===== config.mk =====
export PLATFORM = sky130hd
export DESIGN_NAME = regfile_mp
export DESIGN_NICKNAME = d
export VERILOG_FILES = /design/src/rtl/regfile_mp.sv
export SDC_FILE = /design/constraint.sdc
export NUM_CORES = 2
export LEC_CHECK = 0
export ABC_CLOCK_PERIOD_IN_PS = 2000
export BUFFER_PORTS_ARGS = -buffer_cell sky130_fd_sc_hd__buf_2
export CORE_MARGIN = 1
export CORE_UTILIZATION = 35
export CTS_BUF_LIST = sky130_fd_sc_hd__clkbuf_2 sky130_fd_sc_hd__clkbuf_4 sky130_fd_sc_hd__clkbuf_8
export DETAILED_ROUTE_END_ITERATION = 10
export HOLD_SLACK_MARGIN = 0.05
export PLACE_DENSITY_LB_ADDON = 0.25
export SYNTH_ARGS = -nofsm -noshare
export SYNTH_HDL_FRONTEND = slang
export SYNTH_SLANG_ARGS = --single-unit

===== constraint.sdc =====
create_clock -name clk -period 2 [get_ports clk]
set_input_delay 0.3 -clock clk [delete_from_list [all_inputs] [get_ports clk]]
set_output_delay 0.3 -clock clk [all_outputs]
set_load 0.01 [all_outputs]

===== src/rtl/regfile_mp.sv =====
// regfile_mp: multi-port register file with link port, bulk clear engine and optional REGFILE_BYPASS_EN write-to-read bypass
module regfile_mp #(
  parameter int DATA_W = 32,
  parameter int NUM_REGS = 32,
  parameter int NUM_RD = 2,
  parameter int LINK_REG = NUM_REGS - 1,
  parameter int ZERO_REG = 1,
  localparam int ADDR_W = $clog2(NUM_REGS)
) (
  input  logic                     clk,
  input  logic                     rst_n,
  input  logic [NUM_RD-1:0]        rd_en,
  input  logic [NUM_RD*ADDR_W-1:0] rd_addr,
  output logic [NUM_RD*DATA_W-1:0] rd_data,
  input  logic                     wr_en,
  input  logic [ADDR_W-1:0]        wr_addr,
  input  logic [DATA_W-1:0]        wr_data,
  input  logic                     link_en,
  input  logic [DATA_W-1:0]        link_data,
  input  logic                     clr_req,
  output logic                     clr_busy
);
  localparam logic [ADDR_W-1:0] LINK_A = ADDR_W'(LINK_REG);
  localparam logic [ADDR_W-1:0] LAST_A = ADDR_W'(NUM_REGS - 1);
  typedef enum logic {IDLE, CLEAR} state_t;
  state_t state_q, state_d;
  logic [ADDR_W-1:0] clr_idx_q, clr_idx_d;
  logic [NUM_REGS-1:0][DATA_W-1:0] regs_q, regs_d, rd_src;
  logic [NUM_RD-1:0][DATA_W-1:0] rd_data_q, rd_data_d;
  logic busy, wr_ok, link_ok;
  assign busy = state_q == CLEAR;
  assign clr_busy = busy;
  assign rd_data = rd_data_q;
`ifdef REGFILE_BYPASS_EN
  assign rd_src = regs_d;
`else
  assign rd_src = regs_q;
`endif
  // clear engine: walks clr_idx through every register once, ignoring requests while running
  always_comb begin
    state_d = state_q;
    clr_idx_d = clr_idx_q;
    if (state_q == IDLE) begin
      if (clr_req) begin
        state_d = CLEAR;
        clr_idx_d = '0;
      end
    end else begin
      clr_idx_d = clr_idx_q + 1'b1;
      state_d = clr_idx_q == LAST_A ? IDLE : CLEAR;
    end
  end
  // next array contents: link write applied last so it wins on LINK_REG, clear overrides everything
  always_comb begin
    wr_ok = wr_en && !busy && !(ZERO_REG != 0 && wr_addr == '0);
    link_ok = link_en && !busy && !(ZERO_REG != 0 && LINK_A == '0);
    regs_d = regs_q;
    if (wr_ok) regs_d[wr_addr] = wr_data;
    if (link_ok) regs_d[LINK_A] = link_data;
    if (busy) regs_d[clr_idx_q] = '0;
  end
  // read lanes: hold when disabled, zero during clear or for the hardwired zero register
  always_comb begin
    rd_data_d = rd_data_q;
    for (int p = 0; p < NUM_RD; p++)
      if (rd_en[p])
        rd_data_d[p] = (busy || (ZERO_REG != 0 && rd_addr[p*ADDR_W +: ADDR_W] == '0)) ? '0
                     : rd_src[rd_addr[p*ADDR_W +: ADDR_W]];
  end
  // state registers with asynchronous reset
  always_ff @(posedge clk or negedge rst_n) begin
    if (!rst_n) begin
      state_q <= IDLE;
      clr_idx_q <= '0;
      regs_q <= '0;
      rd_data_q <= '0;
    end else begin
      state_q <= state_d;
      clr_idx_q <= clr_idx_d;
      regs_q <= regs_d;
      rd_data_q <= rd_data_d;
    end
  end
endmodule


Yosys cells after proc, flatten, opt, wreduce, memory -nomap -nowiden
Cells that the tools add are included.
Widths: inputs -> output; s select.
{ "op_classes": {"muxes": 19, "n_addsub": 1, "n_bitwise": 2, "n_eq_ne": 1, "n_reduce_logical": 13, "magnitude_cmp": 6} }
{ "ops": {"columns": ["cell", "count"], "rows": [
  ["$mux 1024", 2],
  ["$and 1024x1024->1024", 1],
  ["$bwmux 1024", 1],
  ["$not 1024->1024", 1],
  ["$bmux 32 s5", 2],
  ["$demux 32 s5", 2],
  ["$mux 32", 7],
  ["$lt 5x6->1 const B", 4],
  ["$logic_not 5->1", 3],
  ["$ge 5x1->1 const B", 2],
  ["$mux 5", 2],
  ["$add 5x1->5 const B", 1],
  ["$eq 5x5->1 const B", 1],
  ["$logic_and 1x1->1", 5],
  ["$mux 1", 3],
  ["$logic_not 1->1", 2],
  ["$logic_or 1x1->1", 2],
  ["$reduce_bool 2->1", 1]
]} }
{ "word_totals": {"inputBits": 86, "out_inout_bits": 65, "reg_bits": 1094} }

Depth between registers and ports, before layout
{ "logic_depth": {"word_depth": 9, "ltp_mapped": 9} }

Least setup slack after synthesis
Ideal clock, no wire load.
{ "synth_timing": {"path_kind": "input to register", "startpoint": "in rd_addr[6]", "endpoint": "reg rd_data_q (netlist bit rd_data[50])", "n_path_buf": 2, "arrival_time_ns": 1.764, "t_required_ns": 1.860, "cell_stages": 5, "setup_slack_ns": 0.095, "cell_sequence": "buf_6 -> buf_2 -> mux4_2 -> a2111oi_1 -> nor4_2"} }
{ "synth_via": {"elab_chain_cells": 3, "elab_cells_between_ends": 5, "cone_classes": "3 x mux; 2 x reduce/logical"} }
{ "synth_rtl": {"columns": ["item", "line", "source"], "rows": [
  ["start: declaration", "13", "input logic [NUM_RD*ADDR_W-1:0] rd_addr,"],
  ["$bmux 32 s5 / $logic_not 5->1 (equally long branches)", "68, 67", null],
  ["$mux 32 (not written as such) / $logic_or 1x1->1 (equally long branches)", "68, 67", null],
  ["$mux 32 (*)", "67", "rd_data_d[p] = (busy || (ZERO_REG != 0 && rd_addr[p*ADDR_W +: ADDR_W] == '0)) ? '0"],
  ["end signal: assignment", "81", "rd_data_q <= rd_data_d;"],
  ["end: declaration", "29", "logic [NUM_RD-1:0][DATA_W-1:0] rd_data_q, rd_data_d;"]
]} }
Mark *: on every way between the ends. The rest lies on a longest branch, timed or not. The select of a mux whose other input is x is not followed.
A chain may end at the register's enable or synchronous reset.

==> results.toml <==
[logic_synthesis]
synthesis.area_um2 = 61900
yosysTopAreaCellShare_pct = 44.22
synth_area_leader_cell = "dfrtp_1"
synthArstFlopShare_pct = 100.0
synth-edff-count = 0
synth_flop_cell = "dfrtp_1"
syn_inst = 6664
ys_ff_latch = 1094
syn_avg_cell_area_um2 = 9.289
synth.most_common_cell = "nand2_1"
netlist_top_cells_count = "nand2_1 (2009), dfrtp_1 (1094), a21oi_1 (1054)"
ys_top_cells_by_area = "dfrtp_1 (44%), nand2_1 (12%), mux4_2 (8.9%)"
synth_cell_types = 52
ys_warn_count = 0
syn-num-nets = 6755
yosysSeqAreaShare_pct = 44.22

[floorplan]
dieArea_um2 = 178600
die_x_um = 422.6
die_y_um = 422.6
coreArea_um2 = 174800
std_cell_rows = 153
initial_utilization_pct = 35.42
io_pins = 151

[cells_and_area]
ff_latch_area_um2 = 27390
final_area_um2 = 80350
fin_util_pct = 45.97
areaGrowthSynthToFinish_pct = 29.80
layout.nets = 7400
drive_gt1_share_pct = 28.37
nFillCells = 16330
multi_input_area_um2 = 33490
stdcell_count = 9801

[power]
vdd_drop_max_uv = 710.3
p_total_uw = 66290
p_leak_uw = 0.03520
powerDensity_nw_per_um2 = 825.0

[route]
wirelength_um = 332300
ant_nets = 0
vias_per_cell = 6.289
first_iter_violations = 9422
vias = 61640
wl_per_cell_um = 33.91
first_pass_iters = 6
drcViolationCount = 0

[setup_path]
worstPathRequired_ns = 2.89
path_class = "flop to flop"
critPathMaxFanout = 12
end_kind = "flop"
crit_arrival_ns = 3.03
startpoint_type = "flop"

[grt]
antenna_found_initial = 27
grt.overflow.total = 0
grtUsageTotal_pct = 35.43
grt_pass1_vias = 59360
grt_max_degree = 108
grt_pass1_wl_um = 452000

[cts]
htree_levels = 4
clock-sinks = 1094
max-clock-path-buffers = 3
cts_tree = "yes"
clk_pin_slew_ns = 0.08
insertion_delay_ns = 1.02
clockRootBuffer = "clkbuf_8"
cts_buffers = 198

[place]
place_inst = 9294
place_congestion = 1.011
dpl.hpwl_um = 220100
place_area_um2 = 72480
port-buffer-count = 150

[timing]
fin_ws_ns = -0.1473
worst_pin_slew_ns = 0.9711
timing.final.crit_share_pct = 107.4
finalHoldViolCount = 0
max_freq_mhz = 465.7
setup_viol_count_final = 246
skew_ns = 0.07086
period_needed_ns = 2.147
slew_violations = 0
finalSetupTns_ns = -10.32
rsz0062_at_grt = "yes"
slew_headroom_pct = 33.58

[job]
cap_viol_max_count = 0

[outcome]
violations = "setup timing"
outcome = "finished with violations"

[min_path]
hold_path_class = "input port to asynchronous set/reset pin"
-- where the power goes --
part / leakage [µW] / total [µW] / switching (µW) / internal, µW
registers: 0.0151 / 26500 / 2190 / 24300
clock network: 0.00236 / 24300 / 10800 / 13500
logic: 0.0177 / 15500 / 9420 / 6110
-- repair_timing --
action / CTS / global route
buffers inserted: 21 / 11
hold endpoints to repair: 2097 / 0
gates resized for setup: 67 / 381
setup endpoints to repair: 523 / 416
cloned: 8 / 21
pin swaps: 10 / 140
hold buffers: 84 / 0
-- metrics by stage --
step,hold slack [ns],setup slack (ns)
global placement,0.2390,-0.6421
finish,0.1099,-0.1473
floorplan,0.004409,0.09545
global route,0.1228,-0.1532
detailed placement,0.2258,-0.5834
CTS,0.05555,-0.03972
-- cell families after synthesis --
family	after synthesis	synth area share, %
simple gates	2590	17.76
compound gates	1475	14.08
flops	1094	44.22
mux	833	18.92
buf+inv	665	4.883
fa+ha+maj	5	0.1011
xor+xnor	2	0.02830
-- registers in the layout (all words and copies together), names as in the netlist --
register,cells
rd_data,64
rd_src,1024
clr_idx_q,5
clr_busy,1
-- layout by cell type, fill, tap and decap left out, drive strengths merged, types with 104 or more instances in the layout --
cell	synthesis	routed
a221oi	128	128
nand2	2010	2010
nand2b	142	143
a21oi	1055	1055
mux4	259	259
clkbuf	467	327
buf	192	1001
mux2i	508	508
a22oi	157	157
nor2	104	104
dfrtp	1094	1094
-- path summary, 6_finish.rpt --
| check | start | to | slack (ns) | cells past startpoint |
|---|---|---|---|---|
| max in group asynchronous | rst_n | rd_src[202]$_DFF_PN0_ | 0.66 | 3 |
| setup reg to reg | clr_busy$_DFF_PN0_ | rd_src[841]$_DFF_PN0_ | -0.15 | 8 |
| hold / removal | rst_n | rd_src[912]$_DFF_PN0_ | 0.11 | 3 |
| hold reg to reg | rd_src[18]$_DFF_PN0_ | rd_src[18]$_DFF_PN0_ | 0.52 | 1 |
| min in group clk | rd_addr[4] | rd_data[20]$_DFFE_PN0P_ | 0.15 | 5 |
| setup / recovery | clr_busy$_DFF_PN0_ | rd_src[841]$_DFF_PN0_ | -0.15 | 8 |
-- per-layer routing --
| layer | track usage, % | vias up | share of wire, % |
|---|---|---|---|
| met2 | 52.09 | 4693 | 43 |
| met3 | 9.276 | 1208 | 12 |
| met4 | 25.11 | 20 | 8.3 |
| met5 | 0 | - | 0.059 |
| met1 | 45.20 | 31040 | 37 |
| li1 | - | 24680 | - |
-- critical path: stages, from the launching register on --
cell       delay, ns
dfrtp_2         0.44
buf_12          0.16
or3b_4          0.43
clkbuf_16       0.19
nor3_4          0.23
buf_12          0.17
clkbuf_16       0.21
nand2_1         0.08
a21oi_2         0.14
-- layout make-up --
class                   count  area share (%)
inverters                   6         0.02803
clock buffers             310           4.812
flip-flops and latches   1094           34.09
clock inverters            47          0.7023
well taps                2325           3.620
diodes                     10         0.03114
multi-input cells        4906           41.68
repair buffers           1103           15.03
(Power assumes the default switching activity.)
